==> src/rtl/serial_byte_tx.sv <==
// serial_byte_tx: sends one parallel byte LSB first as eight timed strobes
// (serial_out data, write_out strobe) to a far-end receiver. The receiver's
// ready level (status_in) gates the start, must stay high while bits are sent,
// and must fall again before the byte is reported done.
//
// Ports:
//   clock_1MHz  system clock, all state changes on its rising edge
//   rst         asynchronous active-high reset
//   tx_data     byte to send, captured when tx_valid && tx_ready
//   tx_valid    tx_data valid this cycle
//   tx_ready    high only in IDLE
//   status_in   receiver-ready level from the far end
//   serial_out  current data bit, changes only on STROBE entry
//   write_out   bit strobe, high for STROBE_CYCLES per bit
//   busy        high in every state except IDLE
//   done        one-cycle pulse after the receiver releases status_in
//   abort       one-cycle pulse when status_in drops mid-byte
module serial_byte_tx #(
    parameter int unsigned SETUP_CYCLES  = 10,
    parameter int unsigned STROBE_CYCLES = 10,
    parameter int unsigned GAP_CYCLES    = 10
) (
    input  logic       clock_1MHz,
    input  logic       rst,
    input  logic [7:0] tx_data,
    input  logic       tx_valid,
    output logic       tx_ready,
    input  logic       status_in,
    output logic       serial_out,
    output logic       write_out,
    output logic       busy,
    output logic       done,
    output logic       abort
);

    localparam int unsigned MAX_SS     = (SETUP_CYCLES > STROBE_CYCLES) ? SETUP_CYCLES : STROBE_CYCLES;
    localparam int unsigned MAX_CYCLES = (MAX_SS > GAP_CYCLES) ? MAX_SS : GAP_CYCLES;
    localparam int unsigned CNT_W      = (MAX_CYCLES > 1) ? $clog2(MAX_CYCLES) : 1;

    typedef enum logic [2:0] {
        IDLE      = 3'd0,
        WAIT_RDY  = 3'd1,
        SETUP     = 3'd2,
        STROBE    = 3'd3,
        GAP       = 3'd4,
        WAIT_DONE = 3'd5
    } state_t;

    state_t             state_q, state_d;
    logic [7:0]         shift_q, shift_d;
    logic [2:0]         idx_q, idx_d;
    logic [CNT_W-1:0]   cnt_q, cnt_d;

    logic tx_ready_d, serial_d, write_d, busy_d, done_d, abort_d;

    // State register
    always_ff @(posedge clock_1MHz or posedge rst) begin
        if (rst) begin
            state_q <= IDLE;
        end else begin
            state_q <= state_d;
        end
    end

    // Next-state, bit index, shift register and in-state cycle counter.
    // The counter restarts at zero on every state change and only runs in
    // the timed states; a timed state ends when it reaches its length - 1.
    always_comb begin
        state_d = state_q;
        shift_d = shift_q;
        idx_d   = idx_q;
        cnt_d   = '0;
        case (state_q)
            IDLE: begin
                if (tx_valid) begin
                    shift_d = tx_data;
                    idx_d   = 3'd0;
                    state_d = WAIT_RDY;
                end
            end
            WAIT_RDY: begin
                if (status_in) begin
                    state_d = SETUP;
                end
            end
            SETUP: begin
                if (!status_in) begin
                    state_d = IDLE;
                end else if (cnt_q == CNT_W'(SETUP_CYCLES - 1)) begin
                    state_d = STROBE;
                end else begin
                    cnt_d = cnt_q + CNT_W'(1);
                end
            end
            STROBE: begin
                if (!status_in) begin
                    state_d = IDLE;
                end else if (cnt_q == CNT_W'(STROBE_CYCLES - 1)) begin
                    state_d = GAP;
                end else begin
                    cnt_d = cnt_q + CNT_W'(1);
                end
            end
            GAP: begin
                if (!status_in) begin
                    state_d = IDLE;
                end else if (cnt_q == CNT_W'(GAP_CYCLES - 1)) begin
                    if (idx_q != 3'd7) begin
                        idx_d   = idx_q + 3'd1;
                        state_d = STROBE;
                    end else begin
                        state_d = WAIT_DONE;
                    end
                end else begin
                    cnt_d = cnt_q + CNT_W'(1);
                end
            end
            WAIT_DONE: begin
                if (!status_in) begin
                    state_d = IDLE;
                end
            end
            default: begin
                state_d = IDLE;
            end
        endcase
    end

    // Output decode from the upcoming state so the registered outputs line
    // up with the state they describe.
    always_comb begin
        tx_ready_d = (state_d == IDLE);
        busy_d     = (state_d != IDLE);
        write_d    = (state_d == STROBE);
        serial_d   = serial_out;
        done_d     = 1'b0;
        abort_d    = 1'b0;
        // Data bit is loaded only when entering STROBE, so it is stable
        // for the whole strobe and the following gap.
        if ((state_d == STROBE) && (state_q != STROBE)) begin
            serial_d = shift_q[idx_d];
        end
        if ((state_q == WAIT_DONE) && (state_d == IDLE)) begin
            done_d = 1'b1;
        end
        if (((state_q == SETUP) || (state_q == STROBE) || (state_q == GAP)) && (state_d == IDLE)) begin
            abort_d = 1'b1;
        end
    end

    // Datapath and registered outputs
    always_ff @(posedge clock_1MHz or posedge rst) begin
        if (rst) begin
            shift_q    <= '0;
            idx_q      <= '0;
            cnt_q      <= '0;
            tx_ready   <= 1'b1;
            serial_out <= 1'b0;
            write_out  <= 1'b0;
            busy       <= 1'b0;
            done       <= 1'b0;
            abort      <= 1'b0;
        end else begin
            shift_q    <= shift_d;
            idx_q      <= idx_d;
            cnt_q      <= cnt_d;
            tx_ready   <= tx_ready_d;
            serial_out <= serial_d;
            write_out  <= write_d;
            busy       <= busy_d;
            done       <= done_d;
            abort      <= abort_d;
        end
    end

endmodule

==> config.mk <==
export PLATFORM = sky130hd
export DESIGN_NAME = serial_byte_tx
export DESIGN_NICKNAME = d
export VERILOG_FILES = /design/src/rtl/serial_byte_tx.sv
export SDC_FILE = /design/constraint.sdc
export NUM_CORES = 1
export LEC_CHECK = 0
export BUFFER_PORTS_ARGS = -buffer_cell sky130_fd_sc_hd__buf_2
export CORE_UTILIZATION = 50
export DETAILED_ROUTE_END_ITERATION = 12
export HOLD_SLACK_MARGIN = 0.06
export PLACE_DENSITY = 0.74
export RECOVER_POWER = 100
export SLEW_MARGIN = 20
export SYNTH_ARGS = -nofsm -noshare
export SYNTH_HDL_FRONTEND = slang
export SYNTH_SLANG_ARGS = --single-unit
==> constraint.sdc <==
create_clock -name clock_1MHz -period 2.6 [get_ports clock_1MHz]
set_clock_uncertainty 0.15 [all_clocks]
set_input_delay 0.39 -clock clock_1MHz [delete_from_list [all_inputs] [get_ports clock_1MHz]]
set_output_delay 0.39 -clock clock_1MHz [all_outputs]
set_load 0.05 [all_outputs]
== Yosys cells after proc, flatten, opt, wreduce, memory -nomap -nowiden ==
Cells that the tools add are included.

* Word-level logic and storage cells: 55
* Output and inout bits: 6
* Input bits: 12
* Register bits: 24

* Mux-type cells: 23
* Add/sub/neg operators: 2
* Equality and inequality tests: 9
* $lt $le $gt $ge: 1
* Reductions and logical operators: 10

{| class="wikitable"
|+ Operators by type and width
! kind !! number
|-
| $mux 3 || 14
|-
| $pmux 3 s6 || 1
|-
| $mux 4 || 3
|-
| $eq 3x2->1 const B || 3
|-
| $eq 3x3->1 const B || 2
|-
| $logic_not 3->1 || 2
|-
| $pmux 3 s2 || 1
|-
| $add 4x1->4 const B || 1
|-
| $eq 4x4->1 const B || 1
|-
| $lt 3x4->1 const B || 1
|-
| $add 3x1->3 const B || 1
|-
| $bmux 1 s3 || 1
|-
| $eq 3x1->1 const B || 1
|-
| $logic_and 1x1->1 || 3
|-
| $mux 1 || 3
|-
| $ne 3x2->1 const B || 1
|-
| $ne 3x3->1 const B || 1
|-
| $reduce_bool 3->1 || 1
|-
| $reduce_or 3->1 || 1
|-
| $logic_or 1x1->1 || 2
|-
| $reduce_and 2->1 || 1
|}

== Longest topological paths before layout ==
* Word-level depth: 8
* Depth in mapped cells: 9
* Depth with buffers taken out: 8

== Worst setup path before layout ==
Ideal clock, no wire load.

* Kind: reg2reg
* Start: register state_q[1]
* End: register serial_out
* Arrival: 2.148 ns
* Library setup time: 0.125 ns
* Clock period less this slack: 2.422 ns
* Path buffers: 1
* Stages on the path, launching flop included: 8
* Required time: 2.325 ns
* Slack: 0.178 ns
* Path through: dfrtp_1 > buf_4 > or3b_1 > o32ai_4 > mux2_4 > a211oi_2 > o221ai_2 > mux2_2

{| class="wikitable"
|+ RTL lines
! what !! RTL line !! source
|-
| from (decl) || 49 || <nowiki>state_t state_q, state_d;</nowiki>
|-
| from (signal assigned) || 61 || <nowiki>state_q <= state_d;</nowiki>
|-
| $eq 3x3->1 or $logic_not 3->1 (tied branches) || 73 || <nowiki>case (state_q)</nowiki>
|-
| $pmux 3 s2 * || 73 ||
|-
| named net idx_d[2] || 51 || <nowiki>logic [2:0] idx_q, idx_d;</nowiki>
|-
| $bmux 1 s3 * || 141 || <nowiki>serial_d = shift_q[idx_d];</nowiki>
|-
| $mux 1 (implied by the code) * || 141 ||
|-
| to (signal assigned) || 168 || <nowiki>serial_out <= serial_d;</nowiki>
|-
| to (decl) || 29 || <nowiki>output logic serial_out,</nowiki>
|}

Mark *: on every way through the listed nets, which the timed path passes. The rest lies on a longest branch. The select of a mux whose other input is x is not followed.
A chain may end at the register's enable or synchronous reset.

== Final worst setup path ==
* Start: register state_q[1]
* End: register serial_out

* Longest elaborated chain between the ends: 5

{| class="wikitable"
|+ Ends and longest elaborated chain
! what
|-
| branches (longest 5 deep; another with $eq 3x3->1)
|}

Parallel ways; which one is timed is not known. The select of a mux whose other input is x is not followed.

==> reports/results.txt <==
run status: finished, final reports clean
post-route design area: 1450 µm²
area grow syn2layout: 12.9%
number of unique standard cell types used by synthesis: 45
clock tree from TritonCTS: built
overall die area: 2780 µm²
Total Power: 1.21 mW
Max-Slew Margin vs Limit: 40.6%
Max Cap Viol: 0
path class of the lowest-slack min-delay path: in2async
GRT Residual Overflow: 0
number of pins with negative max-slew slack in the final report: 0
slew at the pin closest to its max-slew limit: 0.890 ns
std cell rows: 18
maximum buffer depth of the clock tree: 2
Clock Tree Root: sky130_fd_sc_hd__clkbuf_4
EDFF count, synth: 0
initial antenna violation count: 0
die outline height: 52.7 µm
kind of end point of the critical path: register
pin count of the biggest net entering global routing: 25
final design utilization: 59.2%
multiplexer share of the synthesized area: 2.82%
CP required: 2.72 ns
via count of the first global-routing pass: 935
critical path fanouts, max: 8
fraction of final layout cells sized beyond drive strength 1: 21.1%
FF+latch count, synth: 24
internal cell power: 0.739 mW
start-to-end type of the worst setup path: reg2reg
floorplan die width: 52.7 µm
cell area after technology mapping: 1290 µm²
sw power: 0.476 mW
post-route clock period utilization: 94.8%
cells after synthesis: 125
clock network fraction of total power: 16.1%
instance area after placement: 1420 µm²
most frequently used flop master after synthesis: sky130_fd_sc_hd__dfrtp_1
Max rail drop VDD: 0.674 mV
adder-cell area share of the yosys netlist: 2.92%
number of antenna repair diodes: 0
unrepaired setup endpoints after global routing: no
kind of start point of the critical path: register
proportion of synthesized flip-flops having asynchronous set or reset: 100%
Layout Cells excl Fill: 177
CTS sink count: 24
RePlAce Congestion: 0.886
Wirelength per Cell: 13.9 µm
Synth Area in XOR/XNOR: 2.04%
net count of the mapped netlist: 140
CTS buffer count: 3
sequential fraction of the synthesis area: 46.8%
number of vias after detailed routing: 994
post-synthesis area per instance: 10.3 µm²
all-layer global routing usage: 20.2%
net count reported at finish: 163
main combinational cell family by area after synthesis: simple AND/OR/NAND/NOR gates
first drt pass iteration count: 4
number of H-tree levels: 1
Synth Area in Simple Gates: 25.9%
PortBufs: 17
register area: 602 µm²
number of hold violations in the final report: 0
number of top-level pins: 18
wire length of the first global-routing pass: 3.97 mm
number of cells after detailed placement: 173
part of the total power dissipated in sequential elements: 44.5%
Ys Warns: 0
fillers: 232
Post-route DRC: 0
per-cell via count in the routed design: 5.62
TNS Setup: 0 ns
clock insertion delay at the later pin of the skew report: 0.31 ns
fraction of power spent switching nets: 39.2%
CP arrival: 2.58 ns
drt first-iter violations: 14
initial core utilization: 52.4%
number of endpoints failing setup at the final stage: 0
area of the multi-input gates: 632 µm²
compound-gate portion of the synthesized area: 14.5%
Core Box Area: 2450 µm²
drt total wl: 2.46 mm
combinational fraction of design power: 39.4%
maximum clock frequency: 406 MHz
CTS clk-pin slew, worst paths: 0.13 ns
power density over the cells: 836 nW/µm²
static leakage: 0.653 nW
count of nets left with antenna violations after detail routing: 0
post-layout minimum cycle time: 2.47 ns
estimated wirelength of the detail-placed design: 1.85 mm
-- cells in the mapped netlist (2+ instances only) --
master | number | share of area, %
sky130_fd_sc_hd__ha_1 | 3 | 2.9
sky130_fd_sc_hd__nand3_1 | 3 | 1.2
sky130_fd_sc_hd__inv_1 | 8 | 2.3
sky130_fd_sc_hd__nor2_1 | 10 | 2.9
sky130_fd_sc_hd__dfrtp_1 | 23 | 45
sky130_fd_sc_hd__xnor2_1 | 2 | 1.4
sky130_fd_sc_hd__o31a_1 | 2 | 1.4
sky130_fd_sc_hd__buf_4 | 2 | 1.2
sky130_fd_sc_hd__nor3_1 | 2 | 0.78
sky130_fd_sc_hd__nand3b_1 | 3 | 1.8
sky130_fd_sc_hd__and2_1 | 3 | 1.5
sky130_fd_sc_hd__nand2b_1 | 2 | 0.97
sky130_fd_sc_hd__nand2_1 | 25 | 7.3
sky130_fd_sc_hd__o21ai_0 | 6 | 2.3
-- power by group through the flow --
stage,Combinational (mW),Sequential (mW),Clock [mW]
after floorplan,0.293,0.633,0
final,0.479,0.541,0.195
after global placement,0.477,0.542,0
after CTS,0.492,0.541,0.202
after detailed placement,0.491,0.550,0
after global routing,0.524,0.554,0.211
-- routing by layer --
metal	wire length [µm]	part of all wire (%)	up-vias	global-route usage, %
li1	-	-	478	-
met1	1080	44	484	23.7
met2	1250	51	25	35.0
met3	79	3.2	7	3.77
met4	54	2.2	0	9.65
met5	0	0	-	0
-- placed cells by master, fill, tap and decap left out, drive strengths merged, types with 2 or more instances in the layout --
cell type	instances
nand2	25
dfrtp	23
buf	15
clkbuf	12
nor2	10
inv	8
o21ai	7
nand3b	3
nand3	3
ha	3
and2	3
xnor2	2
nor3	2
nand2b	2
o31a	2
nor4b	2
or3b	2
o32ai	2
mux2	2
-- state kept, by name (all words and copies together), names as in the netlist --
register,flops
write_out,1
shift_q,8
serial_out,1
idx_q,3
done,1
cnt_q,4
abort,1
state_q,3
tx_ready,1
busy,1
-- metrics by stage --
stage / hold WS, ns / setup WS, ns
floorplan: 0.254 / 0.178
CTS: 0.0965 / 0.136
finish: 0.0886 / 0.134
global route: 0.103 / 0.0422
global placement: 0.303 / 0.237
detailed placement: 0.310 / 0.155
-- cell type report --
type                       instances  area share (%)
clock buffer                       4            2.50
multi-input combinational         88            43.5
timing repair buffer              23            7.92
inverter                           8            2.07
tap                               30            2.58
sequential                        24            41.4
-- path summary, 6_finish.rpt --
check	from	end	slack [ns]	cells after the start
min reg2reg	shift_q[6]	shift_q[6]	0.33	2
min in group clock_1MHz	tx_data[3]	shift_q[3]	0.10	3
max in group asynchronous	rst	shift_q[4]	1.66	2
max	state_q[1]	serial_out	0.13	7
min	rst	shift_q[3]	0.09	2
max reg2reg	state_q[1]	serial_out	0.13	7
-- worst max-delay path, cell delays in order (launching register included) --
cell and delay [ns]:
sky130_fd_sc_hd__dfrtp_1 0.40, sky130_fd_sc_hd__clkbuf_1 0.22, sky130_fd_sc_hd__nand4bb_4 0.32, sky130_fd_sc_hd__or4_1 0.52
sky130_fd_sc_hd__a2111oi_2 0.40, sky130_fd_sc_hd__a211oi_2 0.07, sky130_fd_sc_hd__o221ai_2 0.17, sky130_fd_sc_hd__mux2_2 0.17
-- what timing repair did --
| item | in CTS | in global routing |
|---|---|---|
| buffers inserted | 0 | 0 |
| endpoints found under the setup margin | 0 | 1 |
| endpoints found under the hold margin | 0 | 0 |
| hold buffers | 0 | 0 |
| resized for setup | 0 | 2 |
-- cells by family after synthesis --
group / count (synthesis)
xor gates and xnor gates: 3
adders and majority gates: 3
AOI/OAI and AO/OA: 21
buffers and inverters: 13
and+or+nand+nor: 58
DFF: 24
muxes: 3
No activity file was read; power rests on OpenSTA's default activity.
